<file path="config.mk">
export PLATFORM = sky130hd
export DESIGN_NAME = instr_ram_arbiter
export DESIGN_NICKNAME = d
export VERILOG_FILES = /design/src/rtl/instr_ram_arb_pkg.sv /design/src/rtl/arb_starve_cnt.sv /design/src/rtl/instr_ram_arbiter.sv
export SDC_FILE = /design/constraint.sdc
export NUM_CORES = 1
export LEC_CHECK = 0
export ABC_AREA = 1
export BUFFER_PORTS_ARGS = -buffer_cell sky130_fd_sc_hd__buf_2
export CORE_AREA = 4 4 85 87
export CTS_BUF_LIST = sky130_fd_sc_hd__clkbuf_2 sky130_fd_sc_hd__clkbuf_4 sky130_fd_sc_hd__clkbuf_8
export CTS_CLUSTER_DIAMETER = 150
export DETAILED_ROUTE_END_ITERATION = 16
export DIE_AREA = 0 0 89 91
export GPL_TIMING_DRIVEN = 0
export PLACE_DENSITY = 0.73
export SYNTH_ARGS = -nofsm -noshare
export SYNTH_HDL_FRONTEND = slang
export SYNTH_SLANG_ARGS = --single-unit
</file>
<file path="constraint.sdc">
create_clock -name clk -period 3.01 [get_ports clk]
set_input_delay 0.301 -clock clk [delete_from_list [all_inputs] [get_ports clk]]
set_output_delay 0.301 -clock clk [all_outputs]
set_load 0.01 [all_outputs]
</file>
<file path="src/rtl/instr_ram_arb_pkg.sv">
// Shared types for the instruction RAM arbiter.
// Response tracking enum and starvation counter width.
package instr_ram_arb_pkg;

    localparam int ARB_WAIT_W = 8;

    typedef enum logic [1:0] {
        RESP_NONE,
        RESP_P0,
        RESP_P1
    } resp_e;

endpackage

</file>
<file path="src/rtl/arb_starve_cnt.sv">
// Saturating count of consecutive cycles the fetch port was denied.
// Flags starvation once the count reaches MAX_WAIT.
module arb_starve_cnt
    import instr_ram_arb_pkg::*;
#(
    parameter int MAX_WAIT = 4
) (
    input  logic clk,
    input  logic rst_n,
    input  logic i_req,
    input  logic i_gnt,
    output logic o_starve
);

    localparam logic [ARB_WAIT_W-1:0] LP_MAX = ARB_WAIT_W'(MAX_WAIT);

    logic [ARB_WAIT_W-1:0] r_cnt;

    // Clear wins over increment when the fetch port is served
    always_ff @(posedge clk) begin
        if (!rst_n) begin
            r_cnt <= '0;
        end else if (!i_req || i_gnt) begin
            r_cnt <= '0;
        end else if (r_cnt != LP_MAX) begin
            r_cnt <= r_cnt + 1'b1;
        end
    end

    assign o_starve = (r_cnt == LP_MAX);

endmodule

</file>
<file path="src/rtl/instr_ram_arbiter.sv">
// Shares one instruction RAM/boot-ROM port between fetch (p0) and bus (p1).
// Bus has priority; a starvation counter guarantees fetch progress.
module instr_ram_arbiter
    import instr_ram_arb_pkg::*;
#(
    parameter int ADDR_WIDTH = 16,
    parameter int DATA_WIDTH = 32,
    parameter int MAX_WAIT   = 4
) (
    input  logic                    clk,
    input  logic                    rst_n,
    input  logic                    p0_req_i,
    input  logic [ADDR_WIDTH-1:0]   p0_addr_i,
    output logic                    p0_gnt_o,
    output logic                    p0_rvalid_o,
    output logic [DATA_WIDTH-1:0]   p0_rdata_o,
    input  logic                    p1_req_i,
    input  logic                    p1_we_i,
    input  logic [DATA_WIDTH/8-1:0] p1_be_i,
    input  logic [ADDR_WIDTH-1:0]   p1_addr_i,
    input  logic [DATA_WIDTH-1:0]   p1_wdata_i,
    output logic                    p1_gnt_o,
    output logic                    p1_rvalid_o,
    output logic [DATA_WIDTH-1:0]   p1_rdata_o,
    output logic                    p1_rom_wr_err_o,
    output logic                    mem_en_o,
    output logic [ADDR_WIDTH-1:0]   mem_addr_o,
    output logic [DATA_WIDTH-1:0]   mem_wdata_o,
    output logic                    mem_we_o,
    output logic [DATA_WIDTH/8-1:0] mem_be_o,
    input  logic [DATA_WIDTH-1:0]   mem_rdata_i
);

    logic  w_starve;
    logic  w_gnt0;
    logic  w_gnt1;
    logic  w_rom_wr;
    resp_e r_resp;
    resp_e w_resp_nxt;
    logic  r_rom_err;
    logic  w_p0_rvalid;
    logic  w_p1_rvalid;

    arb_starve_cnt #(
        .MAX_WAIT (MAX_WAIT)
    ) u_starve (
        .clk      (clk),
        .rst_n    (rst_n),
        .i_req    (p0_req_i),
        .i_gnt    (w_gnt0),
        .o_starve (w_starve)
    );

    assign w_gnt0   = rst_n && p0_req_i && (!p1_req_i || w_starve);
    assign w_gnt1   = rst_n && p1_req_i && !w_gnt0;
    assign w_rom_wr = w_gnt1 && p1_we_i && p1_addr_i[ADDR_WIDTH-1];

    assign p0_gnt_o = w_gnt0;
    assign p1_gnt_o = w_gnt1;

    always_comb begin
        mem_en_o    = 1'b0;
        mem_addr_o  = '0;
        mem_wdata_o = '0;
        mem_we_o    = 1'b0;
        mem_be_o    = '0;
        if (w_gnt0) begin
            mem_en_o   = 1'b1;
            mem_addr_o = p0_addr_i;
            mem_be_o   = '1;
        end else if (w_gnt1) begin
            // Boot ROM is read-only: answer the write but keep memory idle
            mem_en_o    = !w_rom_wr;
            mem_addr_o  = p1_addr_i;
            mem_wdata_o = p1_wdata_i;
            mem_we_o    = p1_we_i && !w_rom_wr;
            mem_be_o    = p1_be_i;
        end
    end

    always_ff @(posedge clk) begin
        if (!rst_n) begin
            r_resp    <= RESP_NONE;
            r_rom_err <= 1'b0;
        end else begin
            r_resp    <= w_resp_nxt;
            r_rom_err <= w_rom_wr;
        end
    end

    always_comb begin
        w_resp_nxt = RESP_NONE;
        if (w_gnt0) begin
            w_resp_nxt = RESP_P0;
        end else if (w_gnt1) begin
            w_resp_nxt = RESP_P1;
        end
    end

    // Gating with rst_n drops a response still in flight when reset hits
    always_comb begin
        w_p0_rvalid     = rst_n && (r_resp == RESP_P0);
        w_p1_rvalid     = rst_n && (r_resp == RESP_P1);
        p0_rvalid_o     = w_p0_rvalid;
        p1_rvalid_o     = w_p1_rvalid;
        p1_rom_wr_err_o = rst_n && r_rom_err;
        p0_rdata_o      = w_p0_rvalid ? mem_rdata_i : '0;
        p1_rdata_o      = w_p1_rvalid ? mem_rdata_i : '0;
    end

endmodule
</file>
; Word level (Yosys, flattened, before mapping)
; Cells that the tools add are included.
[word_totals]
input_bits = 105
word_cells = 42
ff_bits = 11
[op_classes]
reduce_logical = 18
mux = 14
bitwise_logic = 1
eq_ne = 4
n_addsub = 1
[ops]
columns = operator, n
row1 = 2-to-1 mux 32 bit, 4
row2 = 2-to-1 mux 16 bit, 2
row3 = logical AND 1 bit, 10
row4 = adder 8 x 1 -> 8 bit (second input constant), 1
row5 = == test 8 x 3 -> 1 bit (second input constant), 1
row6 = 2-to-1 mux 4 bit, 2
row7 = inequality test 8 x 3 -> 1 bit (second input constant), 1
row8 = 2-to-1 mux 1 bit, 5
row9 = zero test 1 bit, 4
row10 = OR reduction 2 bit, 2
row11 = == test 2 x 1 -> 1 bit (second input constant), 1
row12 = == test 2 bit (second input constant), 1
row13 = logical OR 1 bit, 2
row14 = 2-to-1 mux 2 bit, 1
row15 = inverter 1 bit, 1

; Longest topological paths before layout
; Gate-level depths: netlist (run 1).
[depth]
ltp_word = 11
mapped_depth = 9
depth_no_buf = 8

; Modules after synthesis
; From an unflattened synthesis (run 1), not the netlist that was laid out.
[unflattened]
hier_cells = 319
hier_area_um2 = 1622.8
[modules_own_cells]
columns = mod, cells_per_inst, n_inst, area_each_um2, seq_area_each_um2
row1 = instr_ram_arbiter, 258, 1, 1206.2, 60.1
row2 = arb_starve_cnt, 61, 1, 416.6, 160.2

; Least setup slack after synthesis (run 1)
; Ideal clock, no wire load.
[synth_timing]
kind = register to output
startpoint = register u_starve.r_cnt[0]
endpoint = output mem_we_o
n_path_buf = 1
slack_ns = 1.423
t_arrival_ns = 1.286
stages_incl_launch_ff = 9
cell_sequence = dfxtp_1 > inv_1 > ha_1 > nand3_2 > o21ai_2 > nand2_4 > nand2_8 > buf_6 > nor3_2
[synth_between]
elab_chain_len = 11
[synth_lines]
columns = element, line
row1 = "start, declared", arb_starve_cnt.sv:17  ; logic [ARB_WAIT_W-1:0] r_cnt;
row2 = "start signal, assigned", arb_starve_cnt.sv:26  ; r_cnt <= r_cnt + 1'b1;
row3 = == test 8 x 3 -> 1 bit *, arb_starve_cnt.sv:30  ; assign o_starve = (r_cnt == LP_MAX);
row4 = logical OR 1 bit *, instr_ram_arbiter.sv:54  ; assign w_gnt0 = rst_n && p0_req_i && (!p1_req_i || w_starve);
row5 = logical AND 1 bit *, instr_ram_arbiter.sv:54
row6 = zero test 1 bit, instr_ram_arbiter.sv:55  ; assign w_gnt1 = rst_n && p1_req_i && !w_gnt0;
row7 = logical AND 1 bit, instr_ram_arbiter.sv:55
row8 = logical AND 1 bit (2 in series), instr_ram_arbiter.sv:56  ; assign w_rom_wr = w_gnt1 && p1_we_i && p1_addr_i[ADDR_WIDTH-1];
row9 = zero test 1 bit, instr_ram_arbiter.sv:76  ; mem_we_o = p1_we_i && !w_rom_wr;
row10 = logical AND 1 bit, instr_ram_arbiter.sv:76
row11 = 2-to-1 mux 1 bit, instr_ram_arbiter.sv:71  ; end else if (w_gnt1) begin
row12 = 2-to-1 mux 1 bit *, instr_ram_arbiter.sv:67  ; if (w_gnt0) begin
row13 = "end, declared", instr_ram_arbiter.sv:29  ; output logic mem_we_o,
; Every way passes the cells marked *; elsewhere a longest branch is shown, timed or not.

; Worst setup path in the final report (run 1)
[layout_timing]
startpoint = register u_starve.r_cnt[0]
endpoint = output mem_addr_o[7]
[layout_between]
elab_chain_len = 7
[layout_lines]
columns = element, line
row1 = == test 8 x 3 -> 1 bit *, arb_starve_cnt.sv:30
row2 = logical OR 1 bit *, instr_ram_arbiter.sv:54
row3 = logical AND 1 bit *, instr_ram_arbiter.sv:54
row4 = zero test 1 bit, instr_ram_arbiter.sv:55
row5 = logical AND 1 bit, instr_ram_arbiter.sv:55
row6 = 2-to-1 mux 16 bit, instr_ram_arbiter.sv:71
row7 = 2-to-1 mux 16 bit *, instr_ram_arbiter.sv:67
row8 = "end, declared", instr_ram_arbiter.sv:27  ; output logic [ADDR_WIDTH-1:0] mem_addr_o,
; Marks and branches as above.

==> results of run 1 <==
[critical path: stages, from the launching register on]
cell     delay, ns
dfxtp_1       0.33
inv_1         0.07
ha_1          0.16
nand3_2       0.10
o21ai_2       0.19
nand2_4       0.15
inv_6         0.12
buf_8         0.12
nand2_1       0.08
o21ai_2       0.06
buf_2         0.14
[cells by family (layout without fill, tap and decap cells)]
| group | after synthesis | after routing | share of synthesized area (%) |
|---|---|---|---|
| flops | 11 | 11 | 14.1 |
| compound gates | 24 | 24 | 11.4 |
| fa+ha+maj | 2 | 2 | 1.60 |
| simple gates | 155 | 155 | 42.0 |
| buf+inv | 110 | 341 | 30.3 |
| xor+xnor | 1 | 1 | 0.561 |
[flip-flops by register name, indices dropped and copies added, names as in the netlist]
signal          count
u_starve.r_cnt      8
r_resp              2
r_rom_err           1
[power by group through the flow]
| stage | clock, mW | combinational (mW) | sequential [mW] |
|---|---|---|---|
| 3_3_place_gp | 0 | 0.264 | 0.152 |
| 5_1_grt | 0.170 | 0.294 | 0.150 |
| 3_5_place_dp | 0 | 0.267 | 0.153 |
| 6_report | 0.159 | 0.264 | 0.150 |
| 2_1_floorplan | 0 | 0.128 | 0.152 |
| 4_1_cts | 0.160 | 0.269 | 0.150 |
[stage by stage]
stage	hold slack, ns	utilization (%)	power, mW	std cells
5_1_grt	0.405	44.8	0.614	611
3_5_place_dp	0.463	44.0	0.420	607
4_1_cts	0.370	44.8	0.578	611
6_report	0.364	44.8	0.573	611
2_1_floorplan	0.430	-	0.280	303
3_3_place_gp	0.447	44.0	0.417	607
[placed cells by master, fill, tap and decap left out, types with 3 or more instances in the layout]
cell      Yosys  final
a21oi_1       4      4
o21ai_2      15     15
buf_2         2    229
dfxtp_1      11     11
inv_1        97     97
clkbuf_1      4      4
nand3_1       3      3
nor3_2        3      3
nand2_1      34     34
clkbuf_8      0      3
nor2_1      104    104
o21ai_0       4      4
buf_6         4      4
[how the worst min path moves through the flow]
stage	endpoint	slack, ns	cells past startpoint
2_1_floorplan	u_starve.r_cnt[0]	0.43	1
4_1_cts	r_rom_err	0.37	3
3_5_place_dp	u_starve.r_cnt[0]	0.46	1
5_1_grt	r_rom_err	0.41	3
6_report	r_rom_err	0.36	3
3_3_place_gp	u_starve.r_cnt[0]	0.45	1
[per-layer routing]
layer / global-route usage (%) / share of wire [%] / routed length, µm
met1: 17.0 / 36 / 2660
met2: 33.5 / 52 / 3840
met3: 2.81 / 11 / 820
met4: 3.10 / 1.3 / 94
met5: 0 / 0 / 0
[layout make-up]
| cell class | instances | area [µm²] |
|---|---|---|
| buffer | 12 | 100 |
| sequential | 11 | 220 |
| clock buffer | 4 | 48.8 |
| inverter | 98 | 373 |
| fill | 668 | 3510 |
| multi-input combinational | 182 | 870 |
| tap | 77 | 96.3 |
| timing repair buffer | 227 | 1140 |
==> run_results.csv, run 1 <==
group,metric,value,unit
status,outcome,"complete, no violations",
power_and_ir_drop,combPwrFrac,46.1,%
clock_network,postCtsSetupBuffers,0,
routing,first_pass_iters,4,
place,place.gp.congestion,0.844,
floorplan,rows,29,
synthesis,synth_edf_count,0,
finish,area_growth_syn_to_layout,82.0,%
clock_network,cts_tree,"yes",
place,dp_hpwl,6640,µm
job,cap_violations,0,
sta,setup_slack,0.934,ns
worst_setup_path,worstSetupStartpoint,"u_starve.r_cnt[0]",
sta,slew_headroom,69.5,%
clock_network,cts_buffers,3,
routing,drc,0,
worst_setup_path,worstPathMaxFanout,10,
worst_setup_path,r2r-start,"u_starve.r_cnt[0]",
sta,rsz0062_at_grt,"no",
finish,drive_above_1_share,49.4,%
global_route,grt_pass1_vias,2324,
routing,drtIter0Drc,41,
clock_network,cts_sinks,11,
synthesis,synth_top_area_share,25.0,%
min_path,hp-class,"in -> reg",
worst_setup_path,r2r-end,"r_rom_err",
clock_network,hold_buffers,0,
floorplan,core-area,0.00635,mm²
power_and_ir_drop,p_leak,2.16,nW
power_and_ir_drop,swShare,35.4,%
synthesis,ys_seq_area_share,14.1,%
clock_network,htree_levels,1,
global_route,grt_use_total,16.5,%
worst_setup_path,crit_required,2.71,ns
synthesis,syn-cell-area,0.00156,mm²
sta,finalSetupViolCount,0,
synthesis,synth_top_area_cell,"nor2_1",
sta,tightest_slew,0.458,ns
routing,vias_per_cell,4.13,
clock_network,clock_path_buffers,2,
synthesis,synth_cell_types,27,
power_and_ir_drop,clkPwrFrac,27.8,%
place,pre_cts_ws,1.20,ns
routing,vias,2522,
min_path,worstHoldStart,"p1_addr_i[15]",
worst_setup_path,cp.arrival,1.77,ns
sta,report.final.slew_viol_count,0,
finish,nets,642,
sta,hold_viol,0,
worst_setup_path,reg2regPathDepth,8,
sta,skew,0.000568,ns
synthesis,syn_nets,410,
power_and_ir_drop,ir_drop,0.000135,V
sta,fmax,0.482,GHz
finish,antenna_cells,0,
power_and_ir_drop,power_density,201,mW/mm²
sta,fin_crit_sh,69.0,%
power_and_ir_drop,switchingPower,203,µW
sta,tns,0,ns
clock_network,clk_latency,0.24,ns
synthesis,syn_area_per_cell,5.16,µm²
power_and_ir_drop,internal_power,370,µW
synthesis,synth_common_cells,"nor2_1, inv_1, nand2_1, o21ai_2, dfxtp_1",
routing,ant_nets,0,
synthesis,ys_ff_latch,11,
worst_setup_path,cp-endpoint,"mem_addr_o[7]",
synthesis,syn_inst,303,
floorplan,initial_core_util,24.6,%
global_route,antenna_found_initial,0,
clock_network,post_cts_resized,0,
global_route,grt_pass1_wl,10800,µm
place,io_buffers,227,
clock_network,cts.clk_slew.worst_paths,0.05,ns
routing,routed_wl,7420,µm
worst_setup_path,path_class,"reg -> out",
synthesis,synth_area_leaders,"nor2_1, inv_1, dfxtp_1",
sta,fin_crit,2.08,ns
place,place_area,0.00280,mm²
synthesis,synth_most_common_cell,"nor2_1",
clock_network,cts-root-buf,"clkbuf_8",
finish,final_area,0.00284,mm²
global_route,grt_max_degree,11,
floorplan,die_w,89,µm
power_and_ir_drop,power.sequential.fraction,26.1,%
routing,wire_per_inst,12.1,µm
worst_setup_path,startpoint_type,"flip-flop",
synthesis,synth_top_flop_cell,"dfxtp_1",
worst_setup_path,crit_path_end_kind,"output port",
floorplan,die-area,0.00810,mm²
global_route,grt_overflow,0,
worst_setup_path,ff2ff_setup_slack,1.55,ns
floorplan,fp.dieH,91,µm
synthesis,yosysWarnings,0,
floorplan,ios,228,
synthesis,synth_async_sr_flop_share,0,%
Note: power is estimated with default switching activity, not from simulation.
==> run 2, diff against run 1 <==
--- a/config.mk
+++ b/config.mk
@@ -5,15 +5,15 @@
 export SDC_FILE = /design/constraint.sdc
 export NUM_CORES = 1
 export LEC_CHECK = 0
-export ABC_AREA = 1
+export ABC_AREA = 0
 export BUFFER_PORTS_ARGS = -buffer_cell sky130_fd_sc_hd__buf_2
-export CORE_AREA = 4 4 85 87
+export CORE_AREA = 4 4 86 88
 export CTS_BUF_LIST = sky130_fd_sc_hd__clkbuf_2 sky130_fd_sc_hd__clkbuf_4 sky130_fd_sc_hd__clkbuf_8
 export CTS_CLUSTER_DIAMETER = 150
 export DETAILED_ROUTE_END_ITERATION = 16
-export DIE_AREA = 0 0 89 91
+export DIE_AREA = 0 0 90 92
 export GPL_TIMING_DRIVEN = 0
-export PLACE_DENSITY = 0.73
+export PLACE_DENSITY = 0.72
 export SYNTH_ARGS = -nofsm -noshare
 export SYNTH_HDL_FRONTEND = slang
 export SYNTH_SLANG_ARGS = --single-unit
==> constraint.sdc (replaced) <==
create_clock -name clk -period 1.9 [get_ports clk]
set_input_delay 0.19 -clock clk [delete_from_list [all_inputs] [get_ports clk]]
set_output_delay 0.19 -clock clk [all_outputs]
set_load 0.01 [all_outputs]
==> run_results.csv, run 2 <==
group,metric,value,unit
sta,fin_crit_sh,128,%
finish,reg_top3,"u_starve.r_cnt: 8 flops, r_resp: 2 flops, r_rom_err: 1 flops",
synthesis,syn_inst,192,
worst_setup_path,startpoint_type,"flip-flop",
synthesis,synth_edf_count,0,
power_and_ir_drop,power_density,313,mW/mm²
job,cap_violations,0,
routing,drtIter0Drc,65,
power_and_ir_drop,finalPower,943,µW
synthesis,yosysWarnings,0,
clock_network,clock_path_buffers,2,
power_and_ir_drop,combPwrFrac,47.7,%
place,place.gp.congestion,0.848,
worst_setup_path,cp.arrival,2.24,ns
routing,vias,2383,
power_and_ir_drop,clkPwrFrac,27.3,%
worst_setup_path,cp_slowest_stage_delay,0.49,ns
routing,drc,0,
clock_network,clk_latency,0.24,ns
finish,final_common_cell,"buf_2",
sta,hold_viol,0,
place,dp_hpwl,5940,µm
power_and_ir_drop,ir_drop,0.000185,V
synthesis,synth_async_sr_flop_share,0,%
worst_setup_path,worstPathMaxFanout,10,
clock_network,cts-root-buf,"clkbuf_8",
sta,fmax,0.412,GHz
clock_network,htree_levels,1,
synthesis,synth_common_cells,"and2_1, a32o_1, clkbuf_1, dfxtp_1, nor2_1",
worst_setup_path,cp_cell_sequence,"inv_4, ha_4, or4b_4, o41a_4, buf_6, a32o_1, buf_2",
finish,final_area,0.00302,mm²
routing,ant_nets,0,
synthesis,syn_nets,299,
worst_setup_path,crit_slowest_cell,"o41a_4",
global_route,grt_pass1_wl,11100,µm
floorplan,fp.dieH,92,µm
status,outcome,"complete, but fails checks",
worst_setup_path,crit_required,1.71,ns
synthesis,ys_seq_area_share,15.6,%
global_route,grt_pass1_vias,2321,
floorplan,die-area,0.00828,mm²
clock_network,cts_buffers,3,
finish,largest_reg_flops,8,
power_and_ir_drop,power.sequential.fraction,25.0,%
clock_network,hold_buffers,0,
worst_setup_path,critPathTopFamily,"compound AO/OA/AOI/OAI gates",
sta,slew_headroom,72.5,%
finish,regMostFlops,"u_starve.r_cnt",
routing,wire_per_inst,14.3,µm
synthesis,synth_top_area_share,44.7,%
finish,antenna_cells,0,
synthesis,ys_ff_latch,11,
synthesis,synth_top_area_cell,"and2_1",
sta,tns,-26.32,ns
floorplan,ios,228,
synthesis,syn_area_per_cell,7.37,µm²
floorplan,die_w,90,µm
worst_setup_path,critPathBufInv,3,
power_and_ir_drop,internal_power,643,µW
sta,tightest_slew,0.412,ns
clock_network,cts_tree,"yes",
clock_network,cts_sinks,11,
worst_setup_path,crit_path_end_kind,"output port",
synthesis,syn-cell-area,0.00142,mm²
finish,final_util,45.4,%
floorplan,core-area,0.00664,mm²
place,pre_cts_ws,-0.363,ns
floorplan,rows,30,
sta,finalSetupViolCount,56,
routing,first_pass_iters,4,
finish,final_cells,516,
min_path,hp-class,"in -> reg",
place,placedCellCount,499,
global_route,grt_overflow,0,
finish,nets,544,
routing,vias_per_cell,4.62,
power_and_ir_drop,p_leak,1.81,nW
worst_setup_path,path_class,"reg -> out",
sta,rsz0062_at_grt,"yes",
clock_network,cts.clk_slew.worst_paths,0.05,ns
place,place_area,0.00267,mm²
synthesis,synth_top_flop_cell,"dfxtp_1",
sta,skew,0.00500,ns
synthesis,synth_area_leaders,"and2_1, dfxtp_1, a32o_1",
routing,routed_wl,7390,µm
synthesis,synth_cell_types,26,
sta,holdWs,0.219,ns
global_route,grt_max_degree,11,
place,io_buffers,227,
global_route,antenna_found_initial,0,
global_route,grt_use_total,16.3,%
power_and_ir_drop,swShare,31.8,%
status,violations,"setup timing",
power_and_ir_drop,switchingPower,300,µW
sta,report.final.slew_viol_count,0,
finish,nFillCells,646,
floorplan,initial_core_util,21.3,%
finish,layout_common_cells,"buf_2, and2_1, buf_6",
finish,area_growth_syn_to_layout,113,%
finish,drive_above_1_share,63.5,%
sta,setup_slack,-0.529,ns
sta,fin_crit,2.43,ns
synthesis,synth_most_common_cell,"and2_1",
[run 2: power by group through the flow]
| stage | Sequential [mW] | Clock (mW) | Combinational, mW |
|---|---|---|---|
| finish | 0.236 | 0.257 | 0.450 |
| global route | 0.236 | 0.274 | 0.490 |
| CTS | 0.235 | 0.264 | 0.441 |
| detailed placement | 0.242 | 0 | 0.386 |
| global placement | 0.242 | 0 | 0.381 |
| floorplan | 0.242 | 0 | 0.172 |
[run 2: metal layers]
layer  vias up  wire [µm]  share of wire [%]  GRT usage, %
met4         0        142                1.9          6.12
li1       1143          -                  -             -
met2       166       3880                 52          31.2
met1      1061       2560                 35          16.1
met3        13        813                 11          5.33
met5         -          0                  0             0
[run 2: path summary, 6_finish.rpt]
check / to / slack [ns] / startpoint / cells after the start
worst max register to register: u_starve.r_cnt[6] / 0.01 / u_starve.r_cnt[0] / 8
worst min register to register: u_starve.r_cnt[6] / 0.50 / u_starve.r_cnt[6] / 2
worst min-delay path: r_rom_err / 0.22 / p1_we_i / 2
worst max-delay path: mem_addr_o[12] / -0.53 / u_starve.r_cnt[0] / 7
[run 2: kinds of logic after synthesis]
logic type | share of synthesized area, %
flops | 15.6
xor+xnor | 1.86
buf+inv | 7.16
simple gates | 53.3
compound gates | 20.3
fa+ha+maj | 1.77
[run 2: worst reg2reg max path, delay by kind of cell (launching register included)]
| family | cells | cell delay [ns] |
|---|---|---|
| buf+inv | 4 | 0.53 |
| simple gates | 1 | 0.48 |
| flops | 1 | 0.34 |
| compound gates | 2 | 0.31 |
| fa+ha+maj | 1 | 0.11 |
[run 2: final cells by class]
cell class                      count  area (µm²)  area share (%)
Buffer                             17         105            3.48
Timing Repair Buffer              239        1340            44.3
Sequential cell                    11         225            7.47
Clock buffer                        4        48.8            1.62
Inverter                            5        21.3           0.705
Multi-Input combinational cell    160        1180            39.1
Tap cell                           80         100            3.32
[run 2: what timing repair did]
action | CTS | global route
resized for setup | 36 | 6
pin swaps | 7 | 2
gates cloned | 2 | 2
setup buffers | 8 | 1
setup endpoints to repair | 64 | 66
==> run 3, diff against run 2 <==
--- a/config.mk
+++ b/config.mk
@@ -5,15 +5,16 @@
 export SDC_FILE = /design/constraint.sdc
 export NUM_CORES = 1
 export LEC_CHECK = 0
-export ABC_AREA = 0
+export ABC_AREA = 1
 export BUFFER_PORTS_ARGS = -buffer_cell sky130_fd_sc_hd__buf_2
-export CORE_AREA = 4 4 86 88
+export CORE_AREA = 4 4 87 89
 export CTS_BUF_LIST = sky130_fd_sc_hd__clkbuf_2 sky130_fd_sc_hd__clkbuf_4 sky130_fd_sc_hd__clkbuf_8
 export CTS_CLUSTER_DIAMETER = 150
 export DETAILED_ROUTE_END_ITERATION = 16
-export DIE_AREA = 0 0 90 92
+export DIE_AREA = 0 0 91 93
+export GPL_ROUTABILITY_DRIVEN = 0
 export GPL_TIMING_DRIVEN = 0
-export PLACE_DENSITY = 0.72
+export PLACE_DENSITY = 0.73
 export SYNTH_ARGS = -nofsm -noshare
 export SYNTH_HDL_FRONTEND = slang
 export SYNTH_SLANG_ARGS = --single-unit
==> run_results.csv, run 3 (synthesized netlist as in run 1, its figures left out) <==
group,metric,value,unit
status,outcome,"complete, no violations",
finish,antenna_cells,0,
clock_network,hold_buffers,0,
routing,wire_per_inst,11.5,µm
sta,fin_crit,1.83,ns
floorplan,rows,30,
worst_setup_path,reg2regPathDepth,7,
global_route,grt_overflow,0,
floorplan,core-area,0.00676,mm²
sta,hold_viol,0,
power_and_ir_drop,p_leak,2.20,nW
worst_setup_path,cpMostUsedCell,"o21ai_2",
sta,slew_headroom,69.9,%
place,place_area,0.00280,mm²
floorplan,ios,228,
worst_setup_path,ff2ff_setup_slack,0.48,ns
worst_setup_path,path_class,"reg -> out",
global_route,grt_pass1_vias,2315,
min_path,hp-class,"in -> reg",
floorplan,fp.dieH,93,µm
place,placedCellCount,610,
worst_setup_path,worstPathMaxFanout,5,
sta,finalSetupViolCount,0,
sta,fin_crit_sh,96.4,%
global_route,grt_use_total,14.8,%
routing,ant_nets,0,
sta,tightest_slew,0.452,ns
finish,multi_input_area,890,µm²
clock_network,htree_levels,1,
clock_network,clk_latency,0.24,ns
power_and_ir_drop,power_density,310,mW/mm²
worst_setup_path,critPathTopFamily,"buffers and inverters",
place,pre_cts_ws,0.187,ns
worst_setup_path,cp_cell_sequence,"inv_2, ha_4, nand3_2, o21ai_2, nand2_4, clkinv_4, clkbuf_16, nand2_1, o21ai_2, buf_2",
sta,fmax,0.546,GHz
finish,final_common_cell,"buf_2",
routing,routed_wl,7130,µm
worst_setup_path,r2r-end,"u_starve.r_cnt[4]",
sta,setup_slack,0.0677,ns
min_path,whs_path_depth,3,
power_and_ir_drop,ir_drop,0.000213,V
global_route,grt_max_degree,11,
finish,layout_common_cells,"buf_2, nor2_1, inv_1",
global_route,grt_pass1_wl,10600,µm
clock_network,clock_path_buffers,2,
min_path,hold_end,"r_rom_err",
routing,drc,0,
worst_setup_path,crit_slowest_cell,"dfxtp_2",
worst_setup_path,crit_path_end_kind,"output port",
finish,regMostFlops,"u_starve.r_cnt",
worst_setup_path,crit_required,1.71,ns
routing,vias_per_cell,4.02,
worst_setup_path,critPathBufInv,4,
finish,area_growth_syn_to_layout,88.2,%
worst_setup_path,cp_slowest_stage_delay,0.33,ns
worst_setup_path,startpoint_type,"flip-flop",
routing,first_pass_iters,4,
clock_network,cts_buffers,3,
clock_network,cts-root-buf,"clkbuf_8",
place,io_buffers,227,
routing,drtIter0Drc,47,
floorplan,die_w,91,µm
worst_setup_path,cp.arrival,1.64,ns
clock_network,cts_tree,"yes",
finish,final_cells,620,
min_path,worstHoldStart,"p1_addr_i[15]",
finish,largest_reg_flops,8,
floorplan,initial_core_util,23.1,%
worst_setup_path,r2r-start,"u_starve.r_cnt[1]",
place,dp_hpwl,6250,µm
sta,report.final.slew_viol_count,0,
clock_network,cts.clk_slew.worst_paths,0.05,ns
floorplan,die-area,0.00846,mm²
finish,final_area,0.00294,mm²
global_route,antenna_found_initial,0,
finish,reg_top3,"u_starve.r_cnt: 8 flops, r_resp: 2 flops, r_rom_err: 1 flops",
finish,seq_area,223,µm²
finish,drive_above_1_share,51.5,%
sta,skew,0.00228,ns
clock_network,cts_sinks,11,
routing,vias,2494,
finish,nFillCells,708,
job,cap_violations,0,
finish,nets,648,
run 3: cell types whose count changed in the layout (fill, tap and decap cells not counted), moves of 8 or more:
| cell | before | now |
|---|---|---|
| buf_2 | 212 | 229 |
| nor2_1 | 5 | 104 |
| and2_4 | 8 | 0 |
| a32o_2 | 9 | 0 |
| o21ai_2 | 0 | 15 |
| nand2_1 | 3 | 31 |
| buf_6 | 22 | 4 |
| inv_1 | 4 | 95 |
| and2_1 | 93 | 0 |
run 3: per-stage QoR:
step	util, %	power (mW)	hold WS, ns	setup TNS [ns]
2_1_floorplan	-	0.443	0.355	0
3_3_place_gp	41.4	0.655	0.444	0
3_5_place_dp	41.4	0.660	0.461	0
4_1_cts	42.5	0.912	0.280	0
5_1_grt	43.5	0.979	0.283	-0.0221
6_report	43.5	0.911	0.280	0
run 3: worst max-delay path by stage:
stage / slack, ns / cells after the start / endpoint / from
5_1_grt: -0.02 / 10 / mem_addr_o[14] / u_starve.r_cnt[1]
6_report: 0.07 / 10 / mem_addr_o[14] / u_starve.r_cnt[1]
3_5_place_dp: 0.19 / 10 / mem_addr_o[8] / u_starve.r_cnt[1]
4_1_cts: 0.005 / 9 / mem_addr_o[1] / u_starve.r_cnt[1]
2_1_floorplan: 0.42 / 8 / mem_we_o / u_starve.r_cnt[0]
3_3_place_gp: 0.22 / 10 / mem_addr_o[8] / u_starve.r_cnt[0]
run 3: worst min-delay path, delay by kind of cell:
kind,cells,cell delay (ns)
simple gates,1,0.06
buf+inv,2,0.22
run 3: final cells by class:
cell class	instances	area share [%]
plain buffers	12	3.53
clock buffers	4	1.66
inverters	98	12.7
multi-input cells	182	30.3
flip-flops and latches	11	7.57
well taps	80	3.40
repair buffers	233	40.9
run 3: what timing repair did:
item,in CTS,in global routing
cloned,0,1
pin swaps,2,3
resized for setup,0,12
buffers inserted,3,2
setup endpoints to repair,21,50
run 3: routing by layer:
layer	track usage [%]	up-vias	wire length (µm)	share of wire [%]
met5	0	-	0	0
met4	3.64	0	66	0.93
li1	-	1313	-	-
met2	29.5	145	3780	53
met3	4.26	7	781	11
met1	15.0	1029	2500	35
run 3: report_power, final:
| group | internal, mW | total (mW) | switching [mW] |
|---|---|---|---|
| combinational | 0.200 | 0.429 | 0.229 |
| sequential | 0.235 | 0.238 | 0.00222 |
| clock | 0.161 | 0.244 | 0.0833 |
